[src/rtl/desplazador_secuencial.sv]
// Multi-cycle shift unit. It moves the operand one bit position per clock in a
// working register, then publishes the result on Y together with a one-cycle
// done pulse. Supported modes: logical right, logical left, arithmetic right
// and rotate right.
module desplazador_secuencial #(
  parameter int WIDTH = 6,
  parameter int AMT_W = 3
) (
  input  logic             clk,
  input  logic             rst_n,
  input  logic             start,
  input  logic [WIDTH-1:0] A,
  input  logic [AMT_W-1:0] amt,
  input  logic [1:0]       modo,
  output logic [WIDTH-1:0] Y,
  output logic             busy,
  output logic             done
);

  // One extra counter bit, because WIDTH may equal 2^AMT_W and the clamped
  // count must still be representable.
  localparam int CNT_W = AMT_W + 1;
  localparam logic [CNT_W-1:0] WIDTH_C = CNT_W'(WIDTH);

  localparam logic [1:0] M_LSR = 2'b00;
  localparam logic [1:0] M_LSL = 2'b01;
  localparam logic [1:0] M_ASR = 2'b10;
  localparam logic [1:0] M_ROR = 2'b11;

  typedef enum logic [1:0] {IDLE, SHIFT, DONE} state_t;

  state_t           state_q;
  logic [WIDTH-1:0] work_q;
  logic [WIDTH-1:0] work_nxt;
  logic [CNT_W-1:0] cnt_q;
  logic [CNT_W-1:0] eff_cnt;
  logic [1:0]       modo_q;

  // Effective count at the moment of capture. Non-rotate modes saturate at
  // WIDTH, because further shifts cannot change the result. Rotate keeps the
  // raw amount so that it wraps on its own.
  always_comb begin
    eff_cnt = {1'b0, amt};
    if (modo != M_ROR && {1'b0, amt} > WIDTH_C) eff_cnt = WIDTH_C;
  end

  // Single-position shift of the working register for the latched mode.
  always_comb begin
    work_nxt = work_q;
    case (modo_q)
      M_LSR:   work_nxt = {1'b0, work_q[WIDTH-1:1]};
      M_LSL:   work_nxt = {work_q[WIDTH-2:0], 1'b0};
      M_ASR:   work_nxt = {work_q[WIDTH-1], work_q[WIDTH-1:1]};
      M_ROR:   work_nxt = {work_q[0], work_q[WIDTH-1:1]};
      default: work_nxt = work_q;
    endcase
  end

  // Control FSM. busy and done are registered next to the state, so no input
  // reaches an output combinationally.
  always_ff @(posedge clk or negedge rst_n) begin
    if (!rst_n) begin
      state_q <= IDLE;
      work_q  <= '0;
      cnt_q   <= '0;
      modo_q  <= M_LSR;
      Y       <= '0;
      busy    <= 1'b0;
      done    <= 1'b0;
    end else begin
      case (state_q)
        IDLE: begin
          done <= 1'b0;
          if (start) begin
            work_q  <= A;
            modo_q  <= modo;
            cnt_q   <= eff_cnt;
            state_q <= SHIFT;
            busy    <= 1'b1;
          end
        end
        SHIFT: begin
          if (cnt_q == '0) begin
            Y       <= work_q;
            state_q <= DONE;
            done    <= 1'b1;
          end else begin
            work_q <= work_nxt;
            cnt_q  <= cnt_q - 1'b1;
          end
        end
        DONE: begin
          // This state lasts exactly one cycle. start is not looked at here.
          state_q <= IDLE;
          busy    <= 1'b0;
          done    <= 1'b0;
        end
        default: begin
          state_q <= IDLE;
          busy    <= 1'b0;
          done    <= 1'b0;
        end
      endcase
    end
  end

endmodule

[config.mk]
export PLATFORM = sky130hd
export DESIGN_NAME = desplazador_secuencial
export DESIGN_NICKNAME = d
export VERILOG_FILES = /design/src/rtl/desplazador_secuencial.sv
export SDC_FILE = /design/constraint.sdc
export NUM_CORES = 1
export LEC_CHECK = 0
export ABC_AREA = 1
export BUFFER_PORTS_ARGS = -buffer_cell sky130_fd_sc_hd__buf_2
export CAP_MARGIN = 10
export CORE_MARGIN = 1
export CORE_UTILIZATION = 40
export DETAILED_ROUTE_END_ITERATION = 8
export GPL_ROUTABILITY_DRIVEN = 0
export GPL_TIMING_DRIVEN = 0
export MAX_ROUTING_LAYER = met4
export SLEW_MARGIN = 20
export SYNTH_ARGS = -nofsm -noshare
export SYNTH_HDL_FRONTEND = slang
export SYNTH_SLANG_ARGS = --single-unit
export TNS_END_PERCENT = 20
[constraint.sdc]
create_clock -name clk -period 1.8 [get_ports clk]
set_clock_uncertainty 0.2 [all_clocks]
set_input_delay 0.09 -clock clk [delete_from_list [all_inputs] [get_ports clk]]
set_output_delay 0.09 -clock clk [all_outputs]
set_load 0.02 [all_outputs]
Yosys cells after proc, flatten, opt, wreduce, memory -nomap -nowiden. Cells that the tools add are included.

Bits in registers: 22. Input port bits: 14. Word-level logic and storage cells: 46.

Add/sub/neg operators: 1. Magnitude comparators: 1. Equality and inequality tests: 9. Multiplexer cells: 15. Bitwise logic cells: 1. Reductions and logical operators: 11.

Operators by type and width (number): $pmux W6 S4 (1); $mux W6 (2); $pmux W6 S2 (1); $ne A2 B2 Y1 const B (5); $mux W4 (2); $pmux W4 S2 (1); $reduce_and A2 Y1 (4); $eq A2 B1 Y1 const B (2); $eq A2 B2 Y1 const B (2); $logic_not A2 Y1 (2); $logic_not A4 Y1 (1); $mux W2 (2); $pmux W2 S2 (1); $reduce_and A4 Y1 (1); $sub A4 B1 Y4 const B (1); $gt A3 B3 Y1 const B (1); $mux W1 (3); $mux W3 (1); $reduce_and A3 Y1 (1); $pmux W1 S2 (1); $reduce_bool A2 Y1 (1); $logic_and A1 B1 Y1 (1); $not A1 Y1 (1).

Depth between registers and ports, before layout. Gate-level depths: netlist (run 1).

Depth in word-level cells: 5. Mapped depth: 8. Gate-level depth less buffers: 8.

Least setup slack after synthesis (run 1). No wires, ideal clock.

Path type: reg-to-reg. Start: register cnt_q[1]. End: register cnt_q[1]. Arrival: 1.133 ns. Data required time: 1.482 ns. Setup slack: 0.349 ns. Cell stages (with the launch flop): 9. Path buffers: 1. Clock period less this slack: 1.451 ns. Cell sequence: dfrtp_1 -> inv_1 -> ha_1 -> nand2_1 -> nand2_1 -> nand2_2 -> clkbuf_8 -> nand2_1 -> o21ai_2.

Longest elaborated chain between the ends: 3.

RTL lines: start, declared (line 35) `logic [CNT_W-1:0] cnt_q;`; start signal, assigned (line 77) `cnt_q <= eff_cnt;`; start signal, assigned (line 89) `cnt_q <= cnt_q - 1'b1;`; $sub A4 B1 Y4 or $logic_not A4 Y1 (tied branches) (line 89, 83); $mux W4 or $ne A2 B2 Y1 (tied branches); $pmux W4 S2 or $reduce_and A3 Y1 (tied branches).

Parallel ways exist; a longest one is shown, timed or not. The select of a mux whose other input is x is not followed. A chain may end at the register's enable or synchronous reset.

Worst setup path after layout (run 1).
Start: register state_q[0]. End: register modo_q[1].

Longest elaborated chain between the ends: 2.

RTL lines: start, declared (line 32) `state_t state_q;`; start signal, assigned (line 63) `state_q <= IDLE;`; start signal, assigned (line 78) `state_q <= SHIFT;`; start signal, assigned (line 85) `state_q <= DONE;`; $logic_not A2 Y1 (line 71) `case (state_q)`; $reduce_and A2 Y1 (no source line); end signal, assigned (line 76) `modo_q <= modo;`; end, declared (line 37) `logic [1:0] modo_q;`.

No other way between the ends.

==> metrics.md, run 1 <==
| Metric | Value |
|---|---|
| Area grow syn2layout | 28.9% |
| WS Path Type | flop to flop |
| Clock-pin slew on the worst setup and hold paths | 0.12 ns |
| Top Metal Used | met4 |
| Cells after synthesis | 154 |
| Die H | 55.6 um |
| Yosys top cell area share | 0.478 |
| Post-DP HPWL | 1730 um |
| IO Pins | 22 |
| Postcts setup bufs | 0 |
| M1 WL | 1190 um |
| Filler cell count | 266 |
| Mapped Nets | 169 |
| DRT Wirelength | 2530 um |
| Avg Vias per Cell | 4.74 |
| Crit path largest cell delay | 0.56 ns |
| Critical Path RT | 1.80 ns |
| Register area | 551 um^2 |
| Remaining antenna violation count | 0 |
| CP cell instances | nor2_2, nand2_2, nor2_1, dlygate4sd3_1, a21oi_1 |
| Met2 wire len | 1220 um |
| CTS root buf | clkbuf_4 |
| CTS tree | built |
| Critical R2R Launch | state_q[0] |
| Fin util | 0.543 |
| Layout cells sized above 1 | 0.222 |
| Max-slew headroom | 0.662 |
| Final setup viols | 0 |
| Core Area | 2730 um^2 |
| Initial core utilization | 0.421 |
| FMAX | 577 MHz |
| Crit path depth | 5 |
| Reg2Reg Depth | 5 |
| Tightest Pin Transition | 0.508 ns |
| Hold Slack | 0.0703 ns |
| Number of global-route vias before repair | 947 |
| Syn_area_per_cell | 7.47 um^2 |
| Total Die Area | 3100 um^2 |
| N_diodes | 0 |
| GRT Total Usage | 0.179 |
| Average wire per standard cell | 11.3 um |
| Wire length on met3 | 107 um |
| Bufs on Longest Clock Path | 2 |
| Maximum VDD drop | 1.16 mV |
| Pwr dens | 1790 nW/um^2 |
| Drt first pass iters | 5 |
| CP Launch Point | state_q[0] |
| Largest net degree at the start of global routing | 23 |
| Max-cap violation count | 0 |
| Min Tclk post-route | 1.73 ns |
| Tightest Hold Check Type | input pin to async pin |
| Final-stage net count | 210 |
| Global-route wire length before repair | 4180 um |
| CP Capture Type | flop |
| Initial DRC count | 45 |
| Row count | 19 |
| Synthesized area | 1150 um^2 |
| Synth cell types | 16 |
| Fin crit share | 0.963 |
| Top Family by Delay on Critical Path | buffers and inverters |
| Post-synth top area cell | dfrtp_1 |
| Area used by multi-input combinational logic | 505 um^2 |
| # DRC | 0 |
| TritonCTS buffer count | 3 |
| FF+latch count, synth | 22 |
| Global route overflow | 0 |
| Crit-path max FO | 7 |
| Max-slew violations | 0 |
| Die Width | 55.6 um |
| Leak Pwr | 0.845 nW |
| Yosys warns | 0 |
| CTS Sinks | 22 |
| Seq/Total Area, Yosys | 0.478 |
| IO Port Bufs | 21 |
| Fin. Hold Viols | 0 |
| Main area contributors after synthesis | dfrtp_1 (48%), nand2_1 (23%), o21ai_2 (6.1%), inv_1 (5.5%), nand3_1 (3.5%) |
| Clk Latency, worst-skew pair | 0.30 ns |
| Status | complete, no violations |
| H-tree lvl count | 1 |
| CP Launch Type | flop |
| Antenna violations before repair | 0 |
| Worst path slowest cell | dlygate4sd3_1 |
| Worst Path Arrival | 1.74 ns |
| DR vias | 1067 |
| Worst path bufs/invs | 1 |
## power breakdown
part / total (mW) / switching (mW) / internal, mW / leakage [nW]
Combinational: 1.52 / 0.965 / 0.553 / 0.552
Sequential: 0.859 / 0.135 / 0.724 / 0.272
Clock: 0.274 / 0.151 / 0.123 / 0.0210
## final timing paths
check / to / slack (ns)
max in group asynchronous: work_q[1] / 0.99
max: modo_q[1] / 0.07
min in group clk: done / 0.28
min: state_q[1] / 0.07
min reg2reg: done / 0.28
max reg2reg: modo_q[1] / 0.07
## cells in the final DEF, fill, tap and decap left out
cell type      count
a21oi_1            4
buf_4              2
nor2_2             3
buf_2             22
nand3_1            8
nand3_2            1
o21ai_0            3
nand2_1           71
ha_1               1
clkbuf_4           3
nand4_1            1
o21ai_2            8
inv_1             17
clkbuf_8           2
dfrtp_1           22
nand2_2            2
nor2_1             9
dlygate4sd3_1     15
## synth_stat cells, drive strengths merged
| library cell | number |
|---|---|
| clkbuf | 1 |
| a21oi | 4 |
| nor2 | 12 |
| ha | 1 |
| nand3 | 9 |
| nand2 | 73 |
| nand4 | 1 |
| dfrtp | 22 |
| inv | 17 |
| buf | 3 |
| o21ai | 11 |
## worst register-to-register path: stages (launching register included)
cell and delay [ns]:
dfrtp_1 0.42, nor2_2 0.15, nand2_2 0.13, nor2_1 0.13, dlygate4sd3_1 0.56, a21oi_1 0.04
## final cells by class
| type | count | area share |
|---|---|---|
| Timing Repair Buffer | 36 | 0.172 |
| Sequential cell | 22 | 0.371 |
| Clock buffer | 4 | 0.0245 |
| Multi-Input combinational cell | 111 | 0.341 |
| Tap cell | 31 | 0.0261 |
| Inverter | 17 | 0.0430 |
| Buffer | 4 | 0.0228 |
## flip-flops by register name, summed over array words and instances, names as in the netlist
register	count
Y	6
work_q	6
cnt_q	4
modo_q	2
state_q	2
busy	1
done	1
## repair_timing
| action | in CTS | in global routing |
|---|---|---|
| hold buffers | 15 | 0 |
| setup endpoints to repair | 0 | 2 |
| resized for setup | 0 | 1 |
| endpoints found under the hold margin | 35 | 0 |
## logic make-up (layout without fill, tap and decap cells)
kind of cell	Yosys count	in the layout	share of synthesized area
simple gates	95	95	0.335
compound gates	15	15	0.0913
fa+ha+maj	1	1	0.0109
flops	22	22	0.478
buf+inv	21	61	0.0848
## metal layers
metal  track usage  vias to the layer above
met5             -                        -
met1         0.239                      487
li1              -                      549
met3        0.0209                        2
met2         0.282                       29
met4        0.0643                        0
## per-stage QoR
stage	setup WS, ns	area, um^2	setup TNS [ns]	cells	power, mW
6_report	0.0669	1480	0	225	2.65
5_1_grt	-0.0113	1480	-0.0120	225	2.91
4_1_cts	0.0342	1480	0	225	2.67
3_5_place_dp	0.213	1290	0	206	2.36
3_3_place_gp	0.217	1290	0	206	2.32
2_1_floorplan	0.349	1150	0	154	2.00
Power figures use the tool's default switching activity.
==> inputs of run 2 (changes only) <==
--- a/config.mk
+++ b/config.mk
@@ -14,6 +14,7 @@
 export GPL_ROUTABILITY_DRIVEN = 0
 export GPL_TIMING_DRIVEN = 0
 export MAX_ROUTING_LAYER = met4
+export RECOVER_POWER = 25
 export SLEW_MARGIN = 20
 export SYNTH_ARGS = -nofsm -noshare
 export SYNTH_HDL_FRONTEND = slang
==> metrics.md, run 2 (synthesis results as in run 1) <==
| Metric | Value |
|---|---|
| Post-DP Area | 1290 um^2 |
| Global-route wire length before repair | 4180 um |
| Biggest regs | Y (6), work_q (6), cnt_q (4) |
| DP Cell Count | 206 |
| IO Port Bufs | 21 |
| Global route overflow | 0 |
| Worst Path Arrival | 1.74 ns |
| Total Die Area | 3100 um^2 |
| Net Switching | 1.25 mW |
| Min Tclk post-route | 1.73 ns |
| Max-slew headroom | 0.189 |
| Die Width | 55.6 um |
| Initial DRC count | 45 |
| Crit-path max FO | 7 |
| Max-slew violations | 0 |
| CP Capture Type | flop |
| Average wire per standard cell | 11.2 um |
| Leak Pwr | 0.842 nW |
| Maximum VDD drop | 1.16 mV |
| Final Instance Count excl. Fillers | 225 |
| Core Area | 2730 um^2 |
| CTS root buf | clkbuf_4 |
| Antenna violations before repair | 0 |
| DRT Wirelength | 2530 um |
| Sw Ratio | 0.472 |
| Combinational share of power | 0.573 |
| GRT Total Usage | 0.179 |
| CTS tree | built |
| Setup TNS | 0 ns |
| Drt first pass iters | 5 |
| H-tree lvl count | 1 |
| Fin crit share | 0.963 |
| Number of global-route vias before repair | 947 |
| Seq pwr share | 0.324 |
| CP Launch Type | flop |
| Tightest Pin Transition | 1.22 ns |
| Layout cells sized above 1 | 0.216 |
| N_diodes | 0 |
| Tot Pwr | 2.65 mW |
| Commonest cells after routing, fill and taps aside | nand2_1 (71), dfrtp_1 (22), buf_2 (21) |
| Max-cap violation count | 0 |
| Bufs on Longest Clock Path | 2 |
| Tightest Hold Check Type | flop to flop |
| TritonCTS buffer count | 3 |
| IO Pins | 22 |
| Avg Vias per Cell | 4.74 |
| Clock power frac | 0.103 |
| Remaining antenna violation count | 0 |
| Final-stage net count | 210 |
| Die H | 55.6 um |
| Commonest non-fill, non-tap cell in the layout | nand2_1 |
| CTS Sinks | 22 |
| Status | complete, no violations |
| Largest net degree at the start of global routing | 23 |
| DR vias | 1067 |
| Pwr dens | 1790 nW/um^2 |
| WS Path Type | flop to flop |
| FMAX | 577 MHz |
| Row count | 19 |
| Pint | 1.40 mW |
| Clock-pin slew on the worst setup and hold paths | 0.12 ns |
| # DRC | 0 |
| Fin. Hold Viols | 0 |
| Clk Latency, worst-skew pair | 0.30 ns |
| Post-DP HPWL | 1730 um |
| Final setup viols | 0 |
| Final cell area excluding filler cells | 1480 um^2 |
| Area grow syn2layout | 28.8% |
| Hold Slack | 0.284 ns |
| Initial core utilization | 0.421 |
| Critical Path RT | 1.80 ns |
==> run 2: cell types whose count changed in the layout (fill, tap and decap cells not counted) <==
| cell | delta |
|---|---|
| clkbuf_1 | +1 |
| buf_2 | -1 |
==> run 2: worst paths after layout <==
kind	start	to	slack, ns	depth (start not counted)
max	state_q[0]	modo_q[1]	0.07	5
min	done	done	0.28	2
max reg2reg	state_q[0]	modo_q[1]	0.07	5
min reg2reg	done	done	0.28	2
max in group asynchronous	rst_n	work_q[1]	0.34	2
min in group asynchronous	rst_n	state_q[1]	0.35	2
==> run 2: per-stage QoR <==
step	utilization	setup slack, ns
6_report	0.542	0.0669
3_3_place_gp	0.474	0.217
4_1_cts	0.542	0.0342
3_5_place_dp	0.474	0.213
5_1_grt	0.542	-0.0113
2_1_floorplan	-	0.349
==> run 2: cell type report <==
type / count / area, um^2
Clock buffer: 4 / 36.3
Inverter: 17 / 63.8
Timing Repair Buffer: 36 / 254
Multi-Input combinational cell: 111 / 505
Sequential cell: 22 / 551
Fill cell: 264 / 1250
Tap cell: 31 / 38.8
Buffer: 4 / 33.8
==> run 2: timing repair <==
item,in CTS,in global routing
hold buffers,15,0
hold endpoints to repair,35,0
setup buffers,0,0
endpoints found under the setup margin,0,2
gates resized for setup,0,1
==> run 2: metal layers <==
layer | global-route usage | routed length, um | vias up
li1 | - | - | 549
met1 | 0.239 | 1190 | 487
met2 | 0.282 | 1220 | 29
met3 | 0.0209 | 107 | 2
met4 | 0.0643 | 13 | 0
met5 | - | 0 | -
==> run 2: critical path, stage by stage, from the launching register on <==
cell and delay [ns]:
dfrtp_1 0.42, nor2_2 0.15, nand2_2 0.13, nor2_1 0.13
dlygate4sd3_1 0.56, a21oi_1 0.04
==> run 2: power by group through the flow <==
stage	Combinational, mW	Clock, mW	Sequential, mW
6_report	1.52	0.274	0.859
5_1_grt	1.72	0.306	0.889
4_1_cts	1.53	0.286	0.856
3_5_place_dp	1.49	0	0.867
3_3_place_gp	1.46	0	0.861
2_1_floorplan	1.06	0	0.938
==> inputs of run 3 (changes only) <==
--- a/config.mk
+++ b/config.mk
@@ -10,6 +10,7 @@
 export CAP_MARGIN = 10
 export CORE_MARGIN = 1
 export CORE_UTILIZATION = 40
+export CTS_BUF_LIST = sky130_fd_sc_hd__clkbuf_16
 export DETAILED_ROUTE_END_ITERATION = 8
 export GPL_ROUTABILITY_DRIVEN = 0
 export GPL_TIMING_DRIVEN = 0
==> metrics.md, run 3 (synthesis results as in run 1) <==
| Metric | Value |
|---|---|
| N_diodes | 0 |
| Max-slew headroom | 0.629 |
| Area grow syn2layout | 30.7% |
| DRT Wirelength | 2610 um |
| Leak Pwr | 0.850 nW |
| Commonest non-fill, non-tap cell in the layout | nand2_1 |
| DP Cell Count | 206 |
| Global-route wire length before repair | 4360 um |
| Tightest Hold Check Type | input pin to async pin |
| Max-cap violation count | 0 |
| Post-DP HPWL | 1730 um |
| Die Width | 55.6 um |
| Total Die Area | 3100 um^2 |
| IO Pins | 22 |
| Drt first pass iters | 4 |
| Final Instance Count excl. Fillers | 223 |
| Initial core utilization | 0.421 |
| Worst R2R End | cnt_q[2] |
| CP Capture Type | flop |
| H-tree lvl count | 1 |
| Setup TNS | 0 ns |
| Postcts setup bufs | 0 |
| Status | complete, no violations |
| Avg Vias per Cell | 4.71 |
| Tightest Pin Transition | 0.556 ns |
| Pwr dens | 1890 nW/um^2 |
| # DRC | 0 |
| RSZ-0062 raised after global routing | no |
| DR vias | 1050 |
| WS Path Type | flop to flop |
| Core Area | 2730 um^2 |
| CP Launch Point | cnt_q[0] |
| Layout cells sized above 1 | 0.214 |
| Critical Path RT | 1.75 ns |
| Reg2Reg Depth | 8 |
| Fin crit share | 0.889 |
| Largest net degree at the start of global routing | 23 |
| Min Tclk post-route | 1.60 ns |
| Bufs on Longest Clock Path | 2 |
| CTS Sinks | 22 |
| GRT Total Usage | 0.188 |
| Die H | 55.6 um |
| Critical R2R Launch | cnt_q[0] |
| Number of global-route vias before repair | 982 |
| Worst Path Arrival | 1.55 ns |
| Maximum VDD drop | 1.14 mV |
| Remaining antenna violation count | 0 |
| Initial DRC count | 45 |
| Tot Pwr | 2.84 mW |
| Crit-path max FO | 10 |
| Biggest regs | Y (6), work_q (6), cnt_q (4) |
| CP Launch Type | flop |
| Reg2reg setup slack | 0.20 ns |
| Max-slew violations | 0 |
| Global route overflow | 0 |
| FMAX | 625 MHz |
| Final setup viols | 0 |
| Antenna violations before repair | 0 |
| Commonest cells after routing, fill and taps aside | nand2_1 (71), dfrtp_1 (22), buf_2 (21) |
| Filler cell count | 258 |
| Fin util | 0.550 |
| CTS root buf | clkbuf_16 |
| Average wire per standard cell | 11.7 um |
| Worst setup endpoint | cnt_q[2] |
| Row count | 19 |
| Clock-pin slew on the worst setup and hold paths | 0.06 ns |
| CTS tree | built |
| Final-stage net count | 208 |
| TritonCTS buffer count | 3 |
| Clk Latency, worst-skew pair | 0.25 ns |
| IO Port Bufs | 21 |
| Fin. Hold Viols | 0 |
==> run 3: cell count changes in the layout (fill, tap and decap cells not counted), sizes merged <==
cell,previous run,this run
clkinv,0,1
clkbuf,6,5
dlygate4sd3,15,13
==> run 3: worst min path at each step <==
stage / from / to / slack [ns] / cells after the start
6_report: rst_n / busy / 0.16 / 2
5_1_grt: rst_n / state_q[1] / 0.21 / 2
4_1_cts: rst_n / modo_q[1] / 0.16 / 2
3_5_place_dp: rst_n / state_q[1] / -0.10 / 1
3_3_place_gp: rst_n / state_q[1] / -0.12 / 1
2_1_floorplan: rst_n / Y[0] / -0.41 / 0
==> run 3: final cells by class <==
type / instances / area, um^2 / share of cell area
Clock inverter: 1 / 3.75 / 0.00250
Clock buffer: 3 / 75.1 / 0.0499
Inverter: 17 / 63.8 / 0.0424
Multi-Input combinational cell: 111 / 503 / 0.334
Timing Repair Buffer: 34 / 235 / 0.156
Sequential cell: 22 / 551 / 0.366
Tap cell: 31 / 38.8 / 0.0258
Buffer: 4 / 33.8 / 0.0225
==> run 3: stage by stage <==
step / setup WS (ns) / hold slack [ns] / area, um^2
global placement: 0.217 / -0.116 / 1290
detailed placement: 0.213 / -0.105 / 1290
floorplan: 0.349 / -0.406 / 1150
finish: 0.199 / 0.157 / 1500
global route: 0.0499 / 0.214 / 1500
CTS: 0.202 / 0.165 / 1500
==> run 3: metal layers <==
metal	track usage	vias to the layer above	share of wire
met4	0.0536	0	0.010
met3	0.0349	4	0.055
met2	0.303	31	0.47
met5	-	-	0
met1	0.242	469	0.46
li1	-	546	-
==> run 3: report_power, final <==
part           internal [mW]  total (mW)  switching [mW]  leakage [nW]
registers              0.727       0.860           0.133         0.272
logic                  0.539        1.51           0.968         0.539
clock network          0.296       0.469           0.173        0.0385
==> run 3: timing repair <==
item | 4_1_cts | 5_1_grt
hold endpoints to repair | 34 | 0
resized for setup | 0 | 0
hold buffers | 13 | 0
==> run 3: critical path, cell delays in order (launching register included) <==
cell and delay (ns):
dfrtp_1 0.40, inv_1 0.08, ha_1 0.26, nand2_1 0.10, nand2_1 0.08, nand2_2 0.08, clkbuf_8 0.18, nand2_1 0.07
nand2_1 0.05
